==> src/rtl/fetch_unit_pkg.sv <==
// Shared widths, constants and the queue entry type for the fetch stage.
package fetch_unit_pkg;

  localparam int ADDR_W    = 32;
  localparam int INSTR_W   = 32;
  localparam int BUF_DEPTH = 2;
  localparam int CNT_W     = 2;

  localparam logic [ADDR_W-1:0]  PC_STEP = 32'd4;
  localparam logic [INSTR_W-1:0] NOP     = 32'h0000_0000;

  typedef struct packed {
    logic [ADDR_W-1:0]  pc;
    logic [INSTR_W-1:0] instr;
  } fetch_entry_t;

  function automatic logic [ADDR_W-1:0] align_pc(input logic [ADDR_W-1:0] pc);
    return {pc[ADDR_W-1:2], 2'b00};
  endfunction

endpackage

==> src/rtl/fetch_buffer.sv <==
// Two-entry FIFO of {pc, instr} between instruction memory and decode.
// Flush empties the queue; a pop in the same cycle is simply absorbed by it.
module fetch_buffer
  import fetch_unit_pkg::*;
(
  input  logic             clk,
  input  logic             rst,
  input  logic             push_i,
  input  fetch_entry_t     entry_i,
  input  logic             pop_i,
  input  logic             flush_i,
  output logic             valid_o,
  output logic [CNT_W-1:0] count_o,
  output fetch_entry_t     head_o
);

  localparam logic [CNT_W-1:0] FULL_C = CNT_W'(BUF_DEPTH);

  fetch_entry_t     mem_q [BUF_DEPTH];
  logic             rd_ptr_q, rd_ptr_d;
  logic             wr_ptr_q, wr_ptr_d;
  logic [CNT_W-1:0] count_q, count_d;
  logic             do_push, do_pop;

  assign do_push = push_i & ~flush_i;
  assign do_pop  = pop_i & (count_q != '0) & ~flush_i;

  always_comb begin
    // NOTE: every next-state signal takes its hold value first, so no path leaves one unassigned and no latch is inferred.
    rd_ptr_d = rd_ptr_q;
    wr_ptr_d = wr_ptr_q;
    count_d  = count_q;
    if (flush_i) begin
      rd_ptr_d = 1'b0;
      wr_ptr_d = 1'b0;
      count_d  = '0;
    end else begin
      if (do_push) wr_ptr_d = ~wr_ptr_q;
      if (do_pop)  rd_ptr_d = ~rd_ptr_q;
      case ({do_push, do_pop})
        2'b10:   count_d = count_q + CNT_W'(1);
        2'b01:   count_d = count_q - CNT_W'(1);
        default: count_d = count_q;
      endcase
    end
  end

  always_ff @(posedge clk) begin
    // NOTE: non-blocking assignments so every register samples the values from before this edge.
    if (!rst) begin
      rd_ptr_q <= 1'b0;
      wr_ptr_q <= 1'b0;
      count_q  <= '0;
    end else begin
      rd_ptr_q <= rd_ptr_d;
      wr_ptr_q <= wr_ptr_d;
      count_q  <= count_d;
    end
  end

  // NOTE: the storage is reset too, because decode must see out_pc/out_instr = 0 straight after reset.
  always_ff @(posedge clk) begin
    if (!rst) begin
      for (int i = 0; i < BUF_DEPTH; i++) begin
        mem_q[i] <= '{pc: '0, instr: NOP};
      end
    end else if (do_push) begin
      mem_q[wr_ptr_q] <= entry_i;
    end
  end

  assign valid_o = (count_q != '0);
  assign count_o = count_q;
  assign head_o  = mem_q[rd_ptr_q];

  a_no_push_when_full: assert property (
    @(posedge clk) disable iff (!rst) !(do_push && count_q == FULL_C)
  );

endmodule

==> src/rtl/fetch_unit.sv <==
// Instruction-fetch stage: owns the PC, issues to a registered-read instruction memory
// and queues returned words for decode; a redirect squashes everything fetched so far.
module fetch_unit
  import fetch_unit_pkg::*;
#(
  parameter logic [ADDR_W-1:0] RESET_PC     = 32'h0000_0000,
  parameter int                INS_MEM_SIZE = 4096
) (
  input  logic               clk,
  input  logic               rst,
  input  logic               fetch_en,
  input  logic               redirect_valid,
  input  logic [ADDR_W-1:0]  redirect_pc,
  output logic [ADDR_W-1:0]  imem_pc,
  input  logic [INSTR_W-1:0] imem_instr,
  output logic               out_valid,
  input  logic               out_ready,
  output logic [ADDR_W-1:0]  out_pc,
  output logic [INSTR_W-1:0] out_instr
);

  localparam logic [CNT_W:0] DEPTH_C = (CNT_W+1)'(BUF_DEPTH);

  logic [ADDR_W-1:0] pc_q, pc_d;
  logic [ADDR_W-1:0] req_pc_q, req_pc_d;
  logic              in_flight_q, in_flight_d;
  logic              pop, push, issue;
  logic [CNT_W-1:0]  buf_count;
  logic [CNT_W:0]    credit_used;
  fetch_entry_t      push_entry, head_entry;

  assign pop = out_valid & out_ready;

  // Queued + in-flight words after this cycle's pop; a new fetch needs a free slot to land in.
  assign credit_used = {1'b0, buf_count}
                     + {{CNT_W{1'b0}}, in_flight_q}
                     - {{CNT_W{1'b0}}, pop};
  assign issue = fetch_en & ~redirect_valid & (credit_used < DEPTH_C);

  // The word returning this cycle is wrong-path if a redirect arrives alongside it.
  assign push       = in_flight_q & ~redirect_valid;
  assign push_entry = '{pc: req_pc_q, instr: imem_instr};

  always_comb begin
    pc_d        = pc_q;
    req_pc_d    = req_pc_q;
    in_flight_d = issue;
    if (redirect_valid) begin
      pc_d = align_pc(redirect_pc);
    end else if (issue) begin
      req_pc_d = pc_q;
      pc_d     = pc_q + PC_STEP;
    end
  end

  always_ff @(posedge clk) begin
    if (!rst) begin
      pc_q        <= RESET_PC;
      req_pc_q    <= '0;
      in_flight_q <= 1'b0;
    end else begin
      pc_q        <= pc_d;
      req_pc_q    <= req_pc_d;
      in_flight_q <= in_flight_d;
    end
  end

  fetch_buffer u_buf (
    .clk     (clk),
    .rst     (rst),
    .push_i  (push),
    .entry_i (push_entry),
    .pop_i   (pop),
    .flush_i (redirect_valid),
    .valid_o (out_valid),
    .count_o (buf_count),
    .head_o  (head_entry)
  );

  assign imem_pc   = pc_q;
  assign out_pc    = head_entry.pc;
  assign out_instr = head_entry.instr;

`ifndef SYNTHESIS
  // Out-of-range PCs alias in the memory; flag the first one so software bugs are visible.
  localparam logic [ADDR_W:0] MEM_BYTES = (ADDR_W+1)'(INS_MEM_SIZE) << 2;
  logic oob_warned_q;
  always_ff @(posedge clk) begin
    if (!rst) begin
      oob_warned_q <= 1'b0;
    end else if (issue && ({1'b0, pc_q} >= MEM_BYTES) && !oob_warned_q) begin
      oob_warned_q <= 1'b1;
      $warning("fetch_unit: pc %h beyond instruction memory, address aliases", pc_q);
    end
  end
`endif

endmodule

==> config.mk <==
export PLATFORM = sky130hd
export DESIGN_NAME = fetch_unit
export DESIGN_NICKNAME = d
export VERILOG_FILES = /design/src/rtl/fetch_unit_pkg.sv /design/src/rtl/fetch_buffer.sv /design/src/rtl/fetch_unit.sv
export SDC_FILE = /design/constraint.sdc
export NUM_CORES = 1
export LEC_CHECK = 0
export BUFFER_PORTS_ARGS = -buffer_cell sky130_fd_sc_hd__buf_2
export CORE_MARGIN = 5
export CORE_UTILIZATION = 50
export CTS_CLUSTER_DIAMETER = 150
export DETAILED_ROUTE_END_ITERATION = 10
export GPL_TIMING_DRIVEN = 0
export PLACE_DENSITY = 0.73
export SYNTH_ARGS = -nofsm -noshare
export SYNTH_HDL_FRONTEND = slang
export SYNTH_SLANG_ARGS = --single-unit
==> constraint.sdc <==
create_clock -name clk -period 12.65 [get_ports clk]
set_clock_uncertainty 0.1 [all_clocks]
set_input_delay 1.265 -clock clk [delete_from_list [all_inputs] [get_ports clk]]
set_output_delay 1.265 -clock clk [all_outputs]
set_load 0.01 [all_outputs]
Word level (Yosys, flattened, before mapping)
Memory sizes are Yosys's and may differ from the RTL's. A register that Yosys moved wholly into a read port is not among the register bits.
Cells that the tools add are included.

storage, ports and cells
  flip-flop bits (word level) = 69
  memory bits (writable) = 128
  input port bits = 69
  memories = 1

operators by class
  add/sub/neg operators = 5
  magnitude comparators = 1
  equality and inequality tests = 2
  muxes and demuxes = 12
  bitwise gates (word level) = 11
  reductions and logical operators = 6

memory list
  name         words  bits a word  rd ports  clocked after memory_dff  write ports  line                RTL
  u_buf.mem_q  2      64           1         1                         2            fetch_buffer.sv:19  fetch_entry_t mem_q [BUF_DEPTH];

operators by type and width
  cell                     number
  $mux W32                 2
  $mux W64                 1
  $reduce_or A64 Y1        1
  $add A32 B3 Y32 const B  1
  $mux W1                  8
  $and A1 B1 Y1            7
  $reduce_bool A2 Y1       3
  $not A1 Y1               4
  $pmux W2 S2              1
  $add A2 B1 Y3            1
  $lt A3 B2 Y1 const B     1
  $sub A3 B1 Y3            1
  $add A2 B1 Y2 const B    1
  $eq A2 B1 Y1 const B     1
  $eq A2 B2 Y1 const B     1
  $reduce_and A2 Y1        1
  $reduce_or A2 Y1         1
  $sub A2 B1 Y2 const B    1

Logic depth before layout (Yosys ltp)
Gate-level depths: netlist (run 1).

  depth in word-level cells = 8
  depth in mapped cells = 13
  depth with buffers taken out = 11

Cells and area by module
From an unflattened synthesis (run 1), not the netlist that was laid out.

unflattened totals
  cell total of the unflattened synthesis = 810
  area total of the unflattened synthesis = 8,595.7 sq um

by module, submodules not included
  module        times used  cells each  area each (sq um)  sequential area each (sq um)
  fetch_buffer  1           441         5,690.5            3,943.8
  fetch_unit    1           369         2,905.3            1,221.2

Least setup slack after synthesis (run 1)
Ideal clock, no wire load.

  kind = in2reg
  start = in redirect_valid
  end = mem u_buf.mem_q[1][0] in the netlist's numbering (enable)
  library setup time = 567 ps
  arrival time = 6,069 ps
  slack = 5,913 ps
  cell stages on the path = 4
  buffers on the path = 1
  cell sequence = clkbuf_1 inv_1 nand2_1 o21ai_0

RTL lines
  what         line                RTL
  from (decl)  fetch_unit.sv:12    input logic redirect_valid,
  to (decl)    fetch_buffer.sv:19

Final worst setup path (run 1)
  start = in out_ready
  end = reg req_pc_q[6]

on the way
  word-level cells in the longest chain between the ends = 5

ends and longest elaborated chain
  what                         line              RTL
  from (decl)                  fetch_unit.sv:17  input logic out_ready,
  $and A1 B1 Y1                fetch_unit.sv:32  assign pop = out_valid & out_ready;
  $sub A3 B1 Y3                fetch_unit.sv:37  - {{CNT_W{1'b0}}, pop};
  $lt A3 B2 Y1                 fetch_unit.sv:38  assign issue = fetch_en & ~redirect_valid & (credit_used < DEPTH_C);
  $and A1 B1 Y1                fetch_unit.sv:38
  $reduce_and A2 Y1 (no line)  n/a
  to (signal assigned)         fetch_unit.sv:63  req_pc_q <= req_pc_d;
  to (decl)                    fetch_unit.sv:25  logic [ADDR_W-1:0] req_pc_q, req_pc_d;

Every way passes these cells.
A chain may end at the register's enable or synchronous reset.

==> summary.md, run 1 <==
| Metric | Value |
|---|---|
| Setup TNS | 0 ps |
| Die span in x | approximately 140 um |
| Clk slew on worst S/H paths | 80 ps |
| CTS tree | yes |
| Status | finished clean |
| Cell Count, Final, Fillers Out | approximately 1200 |
| Fin crit share | around 34% |
| Post-synth top area share | between 40 and 50% |
| Worst path bufs/invs | 5 |
| Initial antenna violation count | 0 |
| Die ar. | just under 0.02 mm2 |
| PD cells | about 130 mW/mm2 |
| Leakage | 4.044 nW |
| Mean Syn Cell Area | between 10 and 15 um2 |
| RSZ-0062 raised after global routing | false |
| Via count | 6154 |
| Max cap viols | 0 |
| Final hold vios | 0 |
| First-pass GRT wire length | between 30 and 40 mm |
| Dpl hpwl | ~14 mm |
| Cell Area, Synth | around 0.0084 mm2 |
| Startpoint Class | primary input |
| Ys async rst share | 0% |
| Fraction of final layout cells sized beyond drive strength 1 | between 20 and 30% |
| Required time worst endpoint | around 13000 ps |
| Final Cell Area | roughly 0.010 mm2 |
| Largest net degree at the start of global routing | 30 |
| Die H | between 100 and 150 um |
| Rel. slew slack | roughly 38% |
| Crit path max fanout | 10 |
| Router iterations before antenna repair | 5 |
| Fmax achieved | 235.2 MHz |
| Layout Nets | 995 |
| Peak supply drop | roughly 0.10 mV |
| Crit. End Element | register |
| Worst-case clock buffer depth | 2 |
| Largest stage delay on the critical path | 510 ps |
| Worst Hold Class | reg2reg |
| Post-route DRC | 0 |
| Mapped Cells | 736 |
| Row count | 47 |
| Setup bufs post-CTS | 0 |
| Least-Margin Pin Slew | about 930 ps |
| Synth warn | 0 |
| GRT Residual Overflow | 0 |
| Vias per inst | 5.328 |
| CTS Buf Count | 17 |
| Synth top area cells | edfxtp_1 44%, dfxtp_1 16%, and2_1 9.4%, mux2_2 8.6%, nand2_1 4.0% |
| Max H-tree Level | 4 |
| Overall Global Routing Usage | between 20% and 30% |
| Drt wl/cell | about 17 um |
| End-of-flow core utilization | between 60% and 70% |
| Top cell family by delay on the critical path | buffers and inverters |
| Routed WL | approximately 20 mm |
| Initial Util | roughly 51% |
| Sequential element share of the synthesized area | between 50% and 60% |
| Core Region | about 0.017 mm2 |
| Top_reg_cell synth | edfxtp_1 |
| Placed cell area | about 0.0096 mm2 |
| Synth top cells by count | 126 x and2_1, 124 x edfxtp_1, 89 x nand2_1 |
| Number of cells after detailed placement | 1123 |
| Synth cell types | 46 |
| Critical path class | in2reg |
| Top-count cell post-synth | and2_1 |
| Post_cts resized | 0 |
| PortBufs | ~160 |
| Final ANT Viol Nets | 0 |
| Largest area contributor in the netlist | edfxtp_1 |
| Hold-fix buffers, CTS | 0 |
| Area Overhead vs Synth | 21.91% |
| Period minus WS final | roughly 4300 ps |
| Arr. time, crit path | 4500 ps |
| CP Cell Sequence | buf_2, nand2_1, inv_1, ha_1, nand2b_1, fa_1, xor2_1, or3_1, clkbuf_1, clkbuf_1, buf_1, nand2_1, a21oi_1 |
| N_diodes | 0 |
| Vias in the first global route | a little over 6000 |
| Clock Root Buffer | clkbuf_16 |
| Max-slew violations | 0 |
| GP Congestion | about 0.93 |
| Number of synthesized register bits | 190 |
| # clock sinks | 190 |
| Final setup viols | 0 |
| Hold Slack | between 300 and 400 ps |
| Clock latency on the worst-skew pair | around 430 ps |
| Number of synthesized flops with an enable pin | about 120 |
| CP max-delay cell | xor2_1 |
| I/O Pins | 166 |
| Number of DRC markers in iteration 0 | ~330 |
-- logic make-up (layout without fill, tap and decap cells) --
group	count (synthesis)	after routing	synth area share, %
AO/OA/AOI/OAI	102	102	7.345
XOR/XNOR	16	16	1.665
adder cells (fa/ha/maj)	4	4	0.6840
buffers and inverters	61	257	2.914
flip-flops	190	190	59.95
multiplexers	64	64	8.564
other	1	4	0.04456
AND/OR/NAND/NOR	298	298	18.84
-- path summary, 6_finish.rpt --
path / from / to / slack (ps) / depth (start not counted)
hold reg to reg: req_pc_q[20]$_SDFFE_PN0P_ / req_pc_q[20]$_SDFFE_PN0P_ / 360 / 2
setup reg to reg: u_buf.count_o[1]$_SDFFE_PP0P_ / req_pc_q[6]$_SDFFE_PN0P_ / 8630 / 13
setup / recovery: out_ready / req_pc_q[6]$_SDFFE_PN0P_ / 8400 / 13
hold / removal: req_pc_q[20]$_SDFFE_PN0P_ / req_pc_q[20]$_SDFFE_PN0P_ / 360 / 2
-- layout make-up --
class / count / area [um2]
flip-flops and latches: 190 / 5045
multi-input cells: 488 / 3164
fillers: 1331 / 6265
plain buffers: 52 / 211.5
repair buffers: 164 / 887.1
clock buffers: 18 / 450.4
inverters: 9 / 33.78
clock inverters: 14 / 192.7
well taps: 220 / 275.3
-- power by group --
part / internal, mW / switching (mW)
registers: 0.683 / 0.0162
clock network: 0.315 / 0.246
logic: 0.0410 / 0.0581
-- stage by stage --
stage               setup WS (ps)  power, mW
finish                       8399      1.359
global route                 8209      1.412
detailed placement           8027     0.8113
CTS                          8455      1.368
floorplan                    5913     0.7646
global placement             3256     0.8112
-- sequential cells by signal, summed over array words and instances (netlist names), named ones only --
signal          count
u_buf.mem_q       124
req_pc_q           30
u_buf.count_o       2
in_flight_q         1
u_buf.wr_ptr_q      1
imem_pc            30
u_buf.rd_ptr_q      1
-- tightest hold or removal path, cell delays in order (launching register included) --
cell and delay [ps]:
dfxtp_1 310, nand2_1 50, a21oi_1 50
-- cell usage in the layout, fill, tap and decap left out, types with 5 or more instances in the layout --
| cell type | instances |
|---|---|
| xor2_1 | 6 |
| inv_6 | 6 |
| mux2_2 | 64 |
| inv_1 | 9 |
| buf_2 | 160 |
| o211ai_1 | 6 |
| nand4_1 | 10 |
| clkbuf_16 | 18 |
| nor4_1 | 9 |
| nand3_1 | 20 |
| o21ai_0 | 13 |
| nor2_1 | 16 |
| nor3_1 | 10 |
| a31oi_1 | 5 |
| a21oi_1 | 48 |
| and2_1 | 126 |
| buf_1 | 10 |
| edfxtp_1 | 124 |
| nand2_1 | 89 |
| and4_1 | 6 |
| clkbuf_1 | 37 |
| dfxtp_1 | 66 |
| xnor2_1 | 10 |
| or3_1 | 5 |
-- per-layer routing --
metal | part of all wire, % | GRT usage (%) | wire length [um] | up-vias
met5 | 0 | 0 | 0 | -
met4 | 1.2 | 5.609 | 240 | 0
li1 | - | - | - | 2982
met2 | 46 | 31.86 | 9088 | 282
met3 | 8.8 | 4.906 | 1718 | 24
met1 | 44 | 28.15 | 8555 | 2866
Power figures use the tool's default switching activity.
==> run 2: changes to the inputs <==
ABC_AREA = 1   (was not set)
PLACE_DENSITY = 0.76   (was 0.73)
clock period = 3.5 ns   (was 12.65 ns; I/O delays follow)
==> run 2 against run 1 <==
Clock power increased to 3.1 times the previous value; power increased to 3.5 times the previous value; final cell count increased by 16%; non-clock buffer count decreased by 13; design area increased by 1.1%; synthesized cell count increased by 25%; first-iteration DRC count increased by 22%; via count increased by 7.8%; largest cell class unchanged; critical path type is now reg2reg; worst hold slack got worse by 280 ps.
==> summary.md, run 2 <==
| Metric | Value |
|---|---|
| Crit path max fanout | 10 (unchanged) |
| I/O Pins | 166 (unchanged) |
| Post-synthesis mux area share | 7.983% (-0.58 points) |
| Worst Hold Class | in2reg |
| Fraction of final layout cells sized beyond drive strength 1 | 27.09% (-1.8 points) |
| Status | finished clean |
| Vias per inst | 4.949 (-7.1%) |
| Vias in the first global route | 6452 (+6.5%) |
| WHS Endpoint | imem_pc[10]$_SDFFE_PN0P_ |
| Top cell family by delay on the critical path | simple AND/OR/NAND/NOR gates |
| Worst path bufs/invs | 5 (unchanged) |
| Area Overhead vs Synth | 18.64% |
| Number of synthesized register bits | 190 (unchanged) |
| Router iterations before antenna repair | 5 (unchanged) |
| Initial antenna violation count | 0 (unchanged) |
| Overall Global Routing Usage | 19.97% (-0.26 points) |
| Cell Area, Synth | 0.008746 mm2 (+3.9%) |
| Die ar. | 0.02024 mm2 (+3.6%) |
| Compound-gate portion of the synthesized area | 6.681% (-0.66 points) |
| Peak supply drop | 0.3952 mV (+300%) |
| # clock sinks | 190 (unchanged) |
| RSZ-0062 raised after global routing | false |
| GRT Residual Overflow | 0 (unchanged) |
| Largest family of logic cells by synthesized area | simple AND/OR/NAND/NOR gates |
| Setup bufs post-CTS | 0 (unchanged) |
| Sequential element share of the synthesized area | 57.68% (-2.3 points) |
| Reg-to-Reg End | imem_pc[29]$_SDFFE_PN0P_ |
| Most common cell after layout, fill and taps aside | buf_2 |
| Die H | 142.3 um (+1.8%) |
| Arr. time, crit path | 3040 ps (-1460 ps) |
| XOR/XNOR share of the synthesized area | 0.8011% (-0.86 points) |
| Mapped Cells | 923 (+25%) |
| Crit. End Element | register |
| Clock Root Buffer | clkbuf_16 |
| Rel. slew slack | 42.90% (+5.2 points) |
| Top-count cell post-synth | nor2_1 |
| Leakage | 4.486 nW (+11%) |
| Post_cts resized | 0 (unchanged) |
| N_diodes | 0 (unchanged) |
| Max H-tree Level | 4 (unchanged) |
| Simple-gate share of the synthesized area | 17.97% (-0.87 points) |
| Layout Nets | 1176 (+18%) |
| Reg-to-Reg Start | u_buf.count_o[1]$_SDFFE_PP0P_ |
| Ys async rst share | 0% (unchanged) |
| First-pass GRT wire length | 31.69 mm (+0.88%) |
| Mean Syn Cell Area | 9.476 um2 (-17%) |
| Post-route DRC | 0 (unchanged) |
| CTS tree | yes |
| PortBufs | 158 (-0.63%) |
| GP Congestion | 0.8557 (-8.0%) |
| Hold Path Origin | redirect_pc[10] |
| CP Cell Sequence | inv_1, nand2_1, nand2_1, inv_1, ha_1, inv_1, nand2_1, fa_1, nand2_1, nor2_4, nand2_4, nand2_4, buf_2, o21ai_0, nand3b_1, nand2_1, inv_1 |
| Top_reg_cell synth | edfxtp_1 |
| Initial Util | 50.74% (-0.19 points) |
| Drt wl/cell | 15.01 um (-12%) |
| Hold-fix buffers, CTS | 0 (unchanged) |
| CP max-delay cell | fa_1 |
| Hold Slack | 77.10 ps (-281.8 ps) |
| CTS Buf Count | 17 (unchanged) |
| Max cap viols | 0 (unchanged) |
| Power Total | 4.725 mW (+250%) |
| Clk slew on worst S/H paths | 70 ps (about the same) |
| Largest stage delay on the critical path | 490 ps (-20 ps) |
| End-of-flow core utilization | 60.20% (-1.9 points) |
| Final ANT Viol Nets | 0 (unchanged) |
| Synth Area in Adders | 0.6581% (-0.026 points) |
| Setup TNS | 0 ps (unchanged) |
| Hold Path Stages | 3 (+1) |
| Synth warn | 0 (unchanged) |
| Die span in x | 142.3 um (+1.8%) |
| Dpl hpwl | 14.51 mm (+3.8%) |
| Post-synth top area share | 42.58% (-1.7 points) |
| Fmax achieved | between 300 and 400 MHz |
| Least-Margin Pin Slew | 856.5 ps (-73.94 ps) |
| Largest net degree at the start of global routing | 63 (+110%) |
| Final hold vios | 0 (unchanged) |
| Via count | 6631 (+7.8%) |
| Number of cells after detailed placement | 1309 (+17%) |
| Clock latency on the worst-skew pair | 430 ps (about the same) |
| PD cells | 455.4 mW/mm2 (+240%) |
| Largest area contributor in the netlist | edfxtp_1 |
| Final setup viols | 0 (unchanged) |
| Cell Count, Final, Fillers Out | 1340 (+16%) |
| Row count | 48 (+2.1%) |
| Worst-case clock buffer depth | 2 (unchanged) |
| Synth top cells by count | 168 x nor2_1, 131 x nand2_1, 129 x inv_1 |
| Synth top area cells | edfxtp_1 43%, dfxtp_1 15%, mux2_2 8.0%, nor2_1 7.2%, nand2_1 5.6% |
| Worst reg2reg path depth | 17 (+4) |
| Commonest non-fill, non-tap cells in the layout | 175 x buf_2, 168 x nor2_1, 129 x inv_1, 129 x nand2_1, 124 x edfxtp_1 |
| FF-to-FF setup slack | 680 ps (-7950 ps) |
| Max-slew violations | 0 (unchanged) |
| Max reg flops | 124 (unchanged) |
| Core Region | 0.01724 mm2 (+4.3%) |
| Number of DRC markers in iteration 0 | 406 (+22%) |
| Synth cell types | 36 (-22%) |
| Number of synthesized flops with an enable pin | 124 (unchanged) |
| Critical path class | reg2reg |
| Routed WL | 20.11 mm (+2.6%) |
| Fin crit share | 80.48% |
| Biggest register | u_buf.mem_q |
| Startpoint Class | register |
| Required time worst endpoint | 3720 ps (-9180 ps) |
| Period minus WS final | 2817 ps |
| Most common cell on crit path | nand2_1 |
-- run 2: kinds of logic after synthesis --
| logic type | count (synthesis) |
|---|---|
| buf+inv | 179 |
| xor+xnor | 8 |
| flops | 190 |
| fa+ha+maj | 4 |
| compound gates | 109 |
| mux | 62 |
| simple gates | 370 |
| other cells | 1 |
-- run 2: layout make-up --
type,count,area [um2]
multi-input combinational,557,3012
clock inverter,12,98.84
tap,225,281.5
sequential,190,5045
buffer,45,212.7
fill,1471,6860
inverter,134,503.0
timing repair buffer,158,790.8
clock buffer,19,432.9
-- run 2: power breakdown --
group	internal (mW)	switching, mW
clock	0.967	0.796
sequential	2.49	0.0578
combinational	0.158	0.259
total	3.61	1.11
-- run 2: metal layers --
metal	track usage, %	routed length, um
met1	26.01	8511
met2	34.24	9690
met3	3.427	1616
met4	6.111	292
met5	0	0
-- run 2: metrics by stage --
stage	cell area (um2)	worst slack, ps
after floorplan	8757	524.7
after global placement	9829	-648.0
after detailed placement	9844	663.1
after CTS	10380	685.0
after global routing	10380	435.1
final	10380	683.2
-- run 2: worst max path at each step --
stage                                        from                                to  slack, ps  depth (start not counted)
CTS                 u_buf.count_o[1]$_SDFFE_PP0P_          imem_pc[29]$_SDFFE_PN0P_        690                         17
global route        u_buf.count_o[1]$_SDFFE_PP0P_          imem_pc[10]$_SDFFE_PN0P_        440                         16
finish              u_buf.count_o[1]$_SDFFE_PP0P_          imem_pc[29]$_SDFFE_PN0P_        680                         17
global placement                              rst  u_buf.mem_q[1][24]$_SDFFCE_PN0P_       -650                          6
detailed placement                            rst  u_buf.mem_q[1][24]$_SDFFCE_PN0P_        660                          6
floorplan                          redirect_valid   u_buf.mem_q[1][0]$_SDFFCE_PN0P_        520                          5
-- run 2: worst register-to-register path, stage by stage (launching register included) --
cell and delay (ps):
dfxtp_1 340, inv_1 100, nand2_1 80, nand2_1 130
inv_1 60, ha_1 270, inv_1 50, nand2_1 50
fa_1 490, nand2_1 80, nor2_4 110, nand2_4 110
nand2_4 150, buf_2 260, o21ai_0 90, nand3b_1 150
nand2_1 60, inv_1 40
